===== config.mk =====
export PLATFORM = sky130hd
export DESIGN_NAME = add_sub
export DESIGN_NICKNAME = d
export VERILOG_FILES = /design/src/rtl/add_sub.sv
export SDC_FILE = /design/constraint.sdc
export NUM_CORES = 1
export LEC_CHECK = 0
export CAP_MARGIN = 30
export CORE_ASPECT_RATIO = 0.5
export CORE_MARGIN = 2
export CORE_UTILIZATION = 25
export CTS_CLUSTER_SIZE = 14
export DETAILED_ROUTE_END_ITERATION = 10
export HOLD_SLACK_MARGIN = 0.03
export MAX_ROUTING_LAYER = met4
export PLACE_DENSITY = 0.45
export SETUP_SLACK_MARGIN = 0.15
export SLEW_MARGIN = 20
export SYNTH_ARGS = -nofsm -noshare
export SYNTH_HDL_FRONTEND = slang
export SYNTH_SLANG_ARGS = --single-unit

===== constraint.sdc =====
create_clock -name clk -period 3.6 [get_ports clk]
set_input_delay 0.54 -clock clk [delete_from_list [all_inputs] [get_ports clk]]
set_output_delay 0.54 -clock clk [all_outputs]
set_load 0.01 [all_outputs]

===== src/rtl/add_sub.sv =====
// add_sub: registered two's-complement adder/subtractor for the ALU datapath.
// Every cycle both in1+in2 and in1-in2 are formed from the same operands and,
// when valid_in is high, captured together with their signed-overflow flags.
// Downstream logic picks whichever result it needs; there is no mode select.
module add_sub #(
   parameter int LEN = 9
) (
   input  logic           clk,
   input  logic           reset,
   input  logic           valid_in,
   input  logic [LEN-1:0] in1,
   input  logic [LEN-1:0] in2,
   output logic           valid_out,
   output logic [LEN-1:0] outAdd,
   output logic [LEN-1:0] outSub,
   output logic           overflowA,
   output logic           overflowS
);

   // Constant one used as the carry-in of the subtraction (in1 + ~in2 + 1).
   localparam logic [LEN-1:0] ONE = {{(LEN-1){1'b0}}, 1'b1};

   logic [LEN-1:0] sum;
   logic [LEN-1:0] diff;
   logic [LEN-1:0] in2Inv;
   logic           signA;
   logic           signB;
   logic           ovfAdd;
   logic           ovfSub;

   // Combinational arithmetic feeding the result registers. Both results wrap
   // modulo 2^LEN; the most-negative operand is handled naturally by the
   // invert-and-add-one form of subtraction.
   always_comb begin
      in2Inv = ~in2;
      sum    = in1 + in2;
      diff   = in1 + in2Inv + ONE;
      signA  = in1[LEN-1];
      signB  = in2[LEN-1];
      ovfAdd = (signA == signB) && (sum[LEN-1] != signA);
      ovfSub = (signA != signB) && (diff[LEN-1] != signA);
   end

   // Valid tracks valid_in every cycle, so it falls one cycle after valid_in
   // does; reset clears it so an in-flight result is dropped.
   always_ff @(posedge clk) begin
      if (reset) begin
         valid_out <= 1'b0;
      end else begin
         valid_out <= valid_in;
      end
   end

   // Results and flags load only on valid operands and otherwise hold, which
   // lets downstream logic sample them at leisure after valid_out drops.
   always_ff @(posedge clk) begin
      if (reset) begin
         outAdd    <= '0;
         outSub    <= '0;
         overflowA <= 1'b0;
         overflowS <= 1'b0;
      end else if (valid_in) begin
         outAdd    <= sum;
         outSub    <= diff;
         overflowA <= ovfAdd;
         overflowS <= ovfSub;
      end
   end

endmodule


==> impl_metrics.toml, run 1 <==
[placed_design]
placed_area_um2 = 1950
placed_cells = 284
gp_congestion = 0.817
place_hpwl_um = 2990
portBuffers = 41

[cts]
clockBufferDepth = 2
clock_latency_ps = 250
ctsHoldBuffers = 0
root_buffer = "clkbuf_16"
cts-resized-gates = 0
post_cts_buffers = 0
htreeDepth = 1
numCtsBuffers = 3
cts_tree = "yes"
cts.sinks = 20
cts.clk_slew.worst_paths_ps = 50

[die]
start_util = 0.264
num_io_pins = 42
die_h_um = 58.4
design.core.area_um2 = 5610
die-area_um2 = 6590
die_w_um = 113
rows = 19

[finish]
final_cells = 288
nFillCells = 574
syn2layout_area_growth_pct = 37.8
drive_gt1_frac = 0.0558
insertedDiodeCount = 0
final-seq-area_um2 = 400
multiInputGateArea_um2 = 967
num-nets-final = 255
final_area_um2 = 2040

[global_route]
grt_pass1_wl_um = 5780
grt_pass1_vias = 1206
grt_overflow_total = 0
antenna_found_initial = 0
grt_max_degree = 28
grt_usage = 0.113

[pwr]
p_comb_frac = 0.333
clkPwrFrac = 0.328
pwr-share-seq = 0.339
p_int_w = 0.000540
vdd_ir_drop_max_mv = 0.119
swShare = 0.282
power_leakage_nw = 0.861
power_density_nw_per_um2 = 369
p_sw_w = 0.000212

[detailed_routing]
ant_nets = 0
drt_wl_total_um = 3720
wire_per_inst_um = 12.9
viasPerCell = 4.60
vias = 1326
dr.pass1.iters = 7
drt_iter0_markers = 34
drc_errors = 3

[critical_path]
critPathLaunchType = "input pin"
cp_num_buf_inv = 2
critPathArrivalTime_ps = 2710
cp-end-kind = "flip-flop"
critical_path.top_delay_family = "compound AO/OA/AOI/OAI gates"
path_cells = "clkdlybuf4s50_1 > inv_1 > ha_1 > fa_1 > nand2b_1 > a21oi_1 > o22a_1 > nor3_1 > a211o_1"
cp_slowest_stage_delay_ps = 480
critPathKind = "input pin to flip-flop"
required_ps = 3730
critPathSlowestCell = "clkdlybuf4s50_1"
cp_max_fo = 3

[logic_synthesis]
ys_ff_latch = 20
ys_async_sr_fraction = 0
synth_edf_count = 0
ys_seq_area_frac = 0.270
synth_top_area_frac = 0.270
synth.cell_area_um2 = 1480
synth_area_leaders = "dfxtp_1 (27%), ha_1 (14%), nor2_1 (5.8%)"
yosysTopAreaCell = "dfxtp_1"
yosysMostFrequentCell = "nor2_1"
ys_warn_count = 0
syn_inst = 177
syn_avg_cell_area_um2 = 8.37
synth_flop_cell = "dfxtp_1"
synthTopCellsByCount = "nor2_1 (23), dfxtp_1 (20), inv_1 (18)"
ys_types = 40
syn_nets = 216

[timing]
grt_setup_unrepaired = "no"
worstMarginPinSlew_ps = 905
period_share = 0.716
finClkSkew_ps = 0
setup-violations-final = 0
slew_headroom = 0.395
finalHoldViolations = 0
timing.fmax_ghz = 0.388
setup_tns_ps = 0
maxSlewViolCount = 0
fin_crit_ps = 2580

[run_status]
outcome = "finished with violations"
violations = "DRC"

[flow_run]
max_cap_violations = 0

[hold_path]
min_path_type = "flip-flop to flip-flop"
-- through the flow --
| step | setup slack, ps | total power (W) | hold slack [ps] | util |
|---|---|---|---|---|
| floorplan | 1520 | 0.000404 | 493 | - |
| global placement | 817 | 0.000511 | 463 | 0.348 |
| detailed placement | 794 | 0.000509 | 475 | 0.348 |
| CTS | 1050 | 0.000760 | 483 | 0.364 |
| global route | 864 | 0.000794 | 497 | 0.364 |
| finish | 1020 | 0.000753 | 481 | 0.364 |
-- state kept, by name, summed over array words and instances (netlist names) --
name / cells
outAdd: 9
outSub: 8
overflowA: 1
overflowS: 1
valid_out: 1
-- cells in the final DEF, fill, tap and decap left out, types with 3 or more instances in the layout --
| cell type | instances |
|---|---|
| clkdlybuf4s50_1 | 41 |
| a21oi_1 | 6 |
| nor2b_1 | 6 |
| nand2_1 | 6 |
| clkbuf_16 | 3 |
| inv_1 | 18 |
| o22ai_1 | 3 |
| dfxtp_1 | 20 |
| a211oi_1 | 9 |
| nor2_1 | 23 |
| nand2b_1 | 9 |
| xnor2_1 | 9 |
| mux2i_1 | 7 |
| ha_1 | 16 |
| o21ai_0 | 6 |
-- worst reg2reg max path, delay by kind of cell (launching register included) --
family / cells / cell delay, ps
flops: 1 / 310
compound gates: 2 / 330
simple gates: 1 / 140
-- final timing paths --
check / from / end / slack, ps / depth (start not counted)
worst min register to register: outSub[4]$_SDFFE_PP0P_ / outSub[4]$_SDFFE_PP0P_ / 480 / 2
worst max register to register: outSub[5]$_SDFFE_PP0P_ / outSub[5]$_SDFFE_PP0P_ / 2690 / 3
worst min-delay path: outSub[4]$_SDFFE_PP0P_ / outSub[4]$_SDFFE_PP0P_ / 480 / 2
worst max-delay path: in1[0] / outSub[8]$_SDFFE_PP0P_ / 1020 / 9
-- routing by layer --
layer	routed length, um	track usage	up-vias
met5	0	-	-
met4	27	0.0418	0
met3	116	0.00721	2
met2	1430	0.151	25
met1	2140	0.176	611
li1	-	-	688
-- area by class of cell --
class | instances | area share
Multi-Input combinational cell | 130 | 0.474
Timing Repair Buffer | 43 | 0.208
Sequential cell | 20 | 0.196
Tap cell | 73 | 0.0448
Clock buffer | 4 | 0.0435
Inverter | 18 | 0.0331
-- cell families after synthesis --
logic type / share of synthesized area
compound gates: 0.194
xor+xnor: 0.0532
fa+ha+maj: 0.162
buf+inv: 0.0769
flops: 0.270
mux: 0.0473
simple gates: 0.196
-- power by group through the flow --
stage / Sequential, W / Clock, W / Combinational, W
finish: 0.000255 / 0.000247 / 0.000251
global route: 0.000257 / 0.000263 / 0.000273
CTS: 0.000256 / 0.000254 / 0.000251
detailed placement: 0.000260 / 0 / 0.000249
global placement: 0.000259 / 0 / 0.000251
floorplan: 0.000269 / 0 / 0.000135
Power figures use the tool's default switching activity.
==> run 2, diff against run 1 <==
--- a/config.mk
+++ b/config.mk
@@ -13,7 +13,7 @@
 export DETAILED_ROUTE_END_ITERATION = 10
 export HOLD_SLACK_MARGIN = 0.03
 export MAX_ROUTING_LAYER = met4
-export PLACE_DENSITY = 0.45
+export PLACE_DENSITY = 0.47
 export SETUP_SLACK_MARGIN = 0.15
 export SLEW_MARGIN = 20
 export SYNTH_ARGS = -nofsm -noshare
==> constraint.sdc (replaced) <==
create_clock -name clk -period 2.15 [get_ports clk]
set_input_delay 0.3225 -clock clk [delete_from_list [all_inputs] [get_ports clk]]
set_output_delay 0.3225 -clock clk [all_outputs]
set_load 0.01 [all_outputs]
==> run 2 against run 1 <==
  * The flow still finishes with violations (DRC)
  * Core utilization is 5.5 points higher
  * Sequential share of layout area down 2.6 points
  * Combinational power is 100% higher
  * Final cell count is 9.4% higher
  * Global-route usage up 1.6 points
  * Die area unchanged
  * Non-clock buffer count is 28 higher
  * Cell area is 15% higher
  * Count of clock-buffer cells in the layout is 1 lower
==> impl_metrics.toml, run 2 (synthesized netlist as in run 1, its figures left out) <==
[finish]
syn2layout_area_growth_pct = 58.6
final_cell_mix = "clkdlybuf4s50_1 (32), buf_4 (30), nor2_1 (23)"
layout_commonest_cell = "clkdlybuf4s50_1"
num-nets-final = 283
final_cells = 315
regMostFlops = "outAdd"
drive_gt1_frac = 0.244
largest_reg_flops = 9
fin_util = 0.419
insertedDiodeCount = 0
reg.largest.list = "outAdd: 9 flops, outSub: 8 flops"

[timing]
fin_crit_ps = 1950
timing.fmax_ghz = 0.513
whs_ps = 476
setup_tns_ps = 0
grt_setup_unrepaired = "no"
maxSlewViolCount = 0
worstMarginPinSlew_ps = 397
setup-violations-final = 0
slew_headroom = 0.735
finClkSkew_ps = 0
finalHoldViolations = 0
period_share = 0.907

[pwr]
power_density_nw_per_um2 = 559
vdd_ir_drop_max_mv = 0.205
power_leakage_nw = 1.03

[cts]
clock_latency_ps = 250
clockBufferDepth = 2
cts_tree = "yes"
numCtsBuffers = 3
cts.clk_slew.worst_paths_ps = 50
htreeDepth = 1
root_buffer = "clkbuf_16"
ctsHoldBuffers = 0
cts.sinks = 20

[critical_path]
critPathArrivalTime_ps = 2090
cp-end-kind = "flip-flop"
r2r_slack_ps = 1310
required_ps = 2290
critPathKind = "input pin to flip-flop"
reg2reg_from = "outSub[5]$_SDFFE_PP0P_"
critPathLaunchType = "input pin"
timing.rr.end = "outSub[5]$_SDFFE_PP0P_"
cp_max_fo = 3
rr_worst_depth = 3

[run_status]
violations = "DRC"
outcome = "finished with violations"

[hold_path]
min_path_cells = 2
holdCritStartpoint = "outAdd[7]$_SDFFE_PP0P_"
min_to = "outAdd[7]$_SDFFE_PP0P_"
min_path_type = "flip-flop to flip-flop"

[detailed_routing]
drt_wl_total_um = 4040
drt_iter0_markers = 57
dr.pass1.iters = 7
viasPerCell = 4.57
ant_nets = 0
vias = 1440
wire_per_inst_um = 12.8
drc_errors = 3

[global_route]
grt_overflow_total = 0
grt_max_degree = 22
grt_pass1_wl_um = 6540
antenna_found_initial = 0
grt_pass1_vias = 1362
grt_usage = 0.129

[die]
rows = 19
num_io_pins = 42
die_w_um = 113
die-area_um2 = 6590
design.core.area_um2 = 5610
die_h_um = 58.4
start_util = 0.264

[flow_run]
max_cap_violations = 0

[placed_design]
placed_cells = 307
place_hpwl_um = 3140
gp_congestion = 0.832
portBuffers = 41
==> run 2: cell count changes in the layout (fill, tap and decap cells not counted), sizes merged <==
cell	delta
clkdlybuf4s50	-9
dlygate4sd2	+5
dlymetal6s2s	+3
buf	+28
==> run 2: critical path, cell delays in order <==
cell             delay, ps
clkdlybuf4s50_1        470
inv_1                   50
ha_2                   180
a2111o_1               410
o22a_2                 260
buf_4                  140
a211o_1                250
==> run 2: layer usage <==
| metal | GRT usage | share of wire | vias to the layer above |
|---|---|---|---|
| li1 | - | - | 741 |
| met1 | 0.193 | 0.55 | 653 |
| met2 | 0.169 | 0.38 | 41 |
| met3 | 0.0299 | 0.054 | 5 |
| met4 | 0.0366 | 0.011 | 0 |
| met5 | - | 0 | - |
==> run 2: area by class of cell <==
class,count,area (um^2)
timing repair buffer,71,632
sequential,20,400
tap,73,91.3
clock buffer,3,75.1
inverter,18,67.6
multi-input combinational,130,1080
fill,558,3260
==> run 2: worst max path at each step <==
stage / from / to / cells past startpoint
2_1_floorplan: in1[0] / overflowA$_SDFFE_PP0P_ / 7
3_3_place_gp: in1[0] / overflowS$_SDFFE_PP0P_ / 9
3_5_place_dp: in1[0] / outSub[8]$_SDFFE_PP0P_ / 9
4_1_cts: in2[5] / outSub[8]$_SDFFE_PP0P_ / 7
5_1_grt: in2[4] / outSub[8]$_SDFFE_PP0P_ / 7
6_report: in2[4] / outSub[8]$_SDFFE_PP0P_ / 7
==> run 2: timing repair <==
| action | 4_1_cts | 5_1_grt |
|---|---|---|
| endpoints found under the setup margin | 12 | 10 |
| gates resized for setup | 23 | 14 |
| pin swaps | 15 | 10 |
| setup buffers | 4 | 1 |
| endpoints found under the hold margin | 0 | 0 |
==> run 2: per-stage QoR <==
stage | total power [W] | instance area (um^2) | setup WS, ps
global route | 0.00139 | 2350 | 151
CTS | 0.00131 | 2290 | 125
global placement | 0.000896 | 2120 | -310
detailed placement | 0.000897 | 2120 | -399
finish | 0.00131 | 2350 | 200
floorplan | 0.000677 | 1480 | 286
==> run 2: power by group <==
part           leakage (nW)  switching (W)  total (W)  internal (W)
sequential            0.166      0.0000192   0.000427      0.000408
combinational         0.825       0.000233   0.000510      0.000277
clock                0.0370       0.000130   0.000375      0.000245
==> edit 1, RTL diff (settings of run 1) <==
`LEN`: 9 -> 18.
--- a/src/rtl/add_sub.sv
+++ b/src/rtl/add_sub.sv
@@ -3,7 +3,7 @@
 // when valid_in is high, captured together with their signed-overflow flags.
 // Downstream logic picks whichever result it needs; there is no mode select.
 module add_sub #(
-   parameter int LEN = 9
+   parameter int LEN = 18
 ) (
    input  logic           clk,
    input  logic           reset,
Ports: changed (resized in1, in2, outAdd and outSub); port bits go from 42 to 78. No check against the original RTL was run, so the function may have changed too.
==> edit 1 against run 1 <==
Clock power is 72% higher; routed wire length grew to 2.6 times the old value; cell area rose by 110%; first-iteration DRC count grew to 4.1 times the old value; critical path depth is 1 higher; critical endpoint is now outAdd[14]; worst hold slack worse by 0.011 ns; sequential cell count increased by 18; clock skew unchanged; synthesized cell count grew 130%; total power grew 95%; cell count grew 120%; area after synthesis up 110%; global-route usage rose by 3.4 points; worst setup slack worse by 0.33 ns.
==> edit 1: results (changes against run 1) <==
| Metric | Value |
|---|---|
| Post-route insts no fill | 638 (+120%) |
| CTS H-Tree Depth | 2 (+1) |
| Worst VDD drop | 0.000161 V (+35%) |
| Leakage power | 1.74 nW (+100%) |
| Met1 Wirelength | 4750 um (+120%) |
| Clock-cell share of area | 0.0321 (-0.0115) |
| PD cells | 348 nW/um2 (-5.7%) |
| Non-Clock Buffer Count | 83 (+93%) |
| Clk pwr share | 0.289 (-0.039) |
| Synth cell types | 62 (+55%) |
| Area Growth Syn to Fin | 33.1% |
| Fraction of area in registers | 0.181 (-0.0156) |
| Logic gate share of total power | 0.378 (+0.045) |
| Seq/Total Area, Yosys | 0.240 (-0.0300) |
| CTS sink count | 38 (+90%) |
| Placed Area | 4080 um2 (+110%) |
| HPWL after DPL | 7470 um (+150%) |
| Die area | 13600 um2 (+110%) |
| Critical path arrival | 3.13 ns (+0.42 ns) |
| Signal buf overhead | 0.192 (-0.0160) |
| Multi-input gate share of total cell area | 0.515 (+0.0408) |
| DP Worst Slack | 0.392 ns (-0.402 ns) |
| Avg Vias per Cell | 4.88 (+6.1%) |
| Largest net degree at the start of global routing | 51 (+82%) |
| Dominant cells by area after synthesis | dfxtp_1 (24%), ha_1 (13%), nor2_1 (5.9%) |
| DR WL met3 | 455 um (+290%) |
| Run status | finished, final reports clean |
| WL/cell | 14.9 um (+16%) |
| Share of layout cells above drive strength 1 | 0.0423 (-0.0135) |
| Most flops, register | outSub |
| Cell-internal power | 0.980 mW (+81%) |
| Mapped Cells | 408 (+130%) |
| DR WL met2 | 4230 um (+200%) |
| Largest registers | outSub: 18 flops, outAdd: 17 flops |
| First-pass GRT wire length | 15600 um (+170%) |
| DRC viols | 0 (-3) |
| Synth top cells by count | nor2_1 (50), dfxtp_1 (38), ha_1 (34), inv_1 (34), a21oi_1 (25) |
| DRT Pass-1 Iters | 4 (-3) |
| Port Buffer Count | 77 (+88%) |
| Share of async-settable or async-resettable flops after synthesis | 0 (unchanged) |
| Clk_lat worst skew | 0.28 ns (+0.03 ns) |
| GRT Overall Usage | 0.147 (+0.0341) |
| Placed Instances | 631 (+120%) |
| DRT iter0 DRCs | 139 (+310%) |
| Fillers | 1305 (+130%) |
| CLK BUF | 5 (+1) |
| Final RePlAce weighted congestion | 0.836 (+2.3%) |
| Nets | 548 (+110%) |
| Inverters | 35 (+17) |
| Comb_multi_in | 310 (+140%) |
| Vias in the first global route | 3067 (+150%) |
| Slew margin rel. | 0.604 (+0.209) |
edit 1: path summary, 6_finish.rpt:
path / from / endpoint / slack, ns / cells past startpoint
max reg2reg: outSub[9] / outSub[9] / 2.72 / 2
min: outSub[14] / outSub[14] / 0.47 / 1
max: in1[0] / outAdd[14] / 0.69 / 10
min reg2reg: outSub[14] / outSub[14] / 0.47 / 1
edit 1: kinds of logic (layout without fill, tap and decap cells):
family,count (synthesis),count (layout),synth area share
AND/OR/NAND/NOR,129,129,0.198
multiplexers,5,5,0.0158
flip-flops,38,38,0.240
AO/OA/AOI/OAI,123,123,0.277
XOR/XNOR,17,17,0.0470
adder cells (fa/ha/maj),36,36,0.147
buffers and inverters,60,125,0.0747
edit 1: routing by layer:
layer  global-route usage  up-vias
met5                    -        -
met1                0.191     1437
met3               0.0278        9
li1                     -     1592
met4               0.0274        0
met2                0.241       78
==> edit 2, RTL diff (config.mk and constraints of run 1) <==
Made on the original files. Make the reset (`reset`) asynchronous in 2 clocked blocks.
--- a/src/rtl/add_sub.sv
+++ b/src/rtl/add_sub.sv
@@ -43,7 +43,7 @@
 
    // Valid tracks valid_in every cycle, so it falls one cycle after valid_in
    // does; reset clears it so an in-flight result is dropped.
-   always_ff @(posedge clk) begin
+   always_ff @(posedge clk or posedge reset) begin
       if (reset) begin
          valid_out <= 1'b0;
       end else begin
@@ -53,7 +53,7 @@
 
    // Results and flags load only on valid operands and otherwise hold, which
    // lets downstream logic sample them at leisure after valid_out drops.
-   always_ff @(posedge clk) begin
+   always_ff @(posedge clk or posedge reset) begin
       if (reset) begin
          outAdd    <= '0;
          outSub    <= '0;
Formal check against the unedited RTL: differs if reset is asserted again (counterexample within 4 cycles, from zero or initial values and one cycle with reset high); with reset held inactive, the same outputs for 10 cycles.
==> edit 2 against run 1 <==
Routed wire length is 1.5% lower; utilization increased by 0.89 points; worst setup slack worse by 0.033 ns; critical path depth is the same; area after synthesis increased by 1.6%; sequential cell count stayed put; die area grew 1.5%; total power rose by 20%; worst hold slack improved by 0.0043 ns; cell area up 2.9%.
==> edit 2: results (changes against run 1) <==
| Metric | Value |
|---|---|
| Run status | finished, final reports clean |
| Slew margin rel. | 0.674 (+0.279) |
| DR WL met2 | 1380 um (-3.4%) |
| Multi-input combinational cell area | 910 um2 (-6.0%) |
| Placed Instances | 271 (-4.6%) |
| Largest net degree at the start of global routing | 23 (-18%) |
| Crit path max fanout | 4 (+1) |
| CP delay by family, top | adder cells |
| DR WL met3 | 140 um (+21%) |
| Mapped Cells | 163 (-7.9%) |
| Signal buf overhead | 0.206 (-0.00226) |
| Final WL | 3660 um (-1.5%) |
| DRT Pass-1 Iters | 4 (-3) |
| Synth top cells by count | dfrtp_1 (20), nor2_1 (18), ha_1 (16), inv_1 (16), a21oi_1 (11) |
| Logic gate share of total power | 0.337 (+0.004) |
| Comb_multi_in | 120 (-7.7%) |
| Hold Path Depth | 1 (-1) |
| Met1 Wirelength | 2100 um (-2.0%) |
| Inverters | 16 (-2) |
| Share of async-settable or async-resettable flops after synthesis | 1.00 (+1.00) |
| Synth cell types | 42 (+5.0%) |
| Leakage power | 0.914 nW (+6.2%) |
| Post-route insts no fill | 276 (-4.2%) |
| Seq/Total Area, Yosys | 0.333 (+0.0622) |
| Met3 usage | 0.0288 (+0.0216) |
| Mux cell area share after synthesis | 0.0441 (-0.00324) |
| Final RePlAce weighted congestion | 0.736 (-10%) |
| GRT Overall Usage | 0.118 (+0.00471) |
| Dominant cells by area after synthesis | dfrtp_1 (33%), ha_1 (13%), nor2_1 (4.5%) |
## edit 2: changes by cell type in the layout (fill, tap and decap cells not counted), moves of 5 or more
cell	before	now
dfrtp_1	0	20
mux2i_1	7	1
nor2_1	23	18
dfxtp_1	20	0
mux2_2	0	5
a21oi_1	6	11
a211oi_1	9	0
## edit 2: through the flow
stage / power (mW) / setup WS (ns)
4_1_cts: 0.915 / 1.01
3_5_place_dp: 0.597 / 0.749
5_1_grt: 0.956 / 0.867
3_3_place_gp: 0.597 / 0.819
6_report: 0.906 / 0.988
2_1_floorplan: 0.452 / 1.45
## edit 2: final timing paths
| path | slack, ns | endpoint | from |
|---|---|---|---|
| hold reg to reg | 0.49 | outSub[4] | outSub[4] |
| setup / recovery | 0.99 | outSub[8] | in1[0] |
| hold / removal | 0.49 | outSub[4] | outSub[4] |
| max in group asynchronous | 2.61 | outAdd[1] | reset |
| setup reg to reg | 2.73 | overflowS | overflowS |
| min in group asynchronous | 0.57 | outSub[8] | reset |
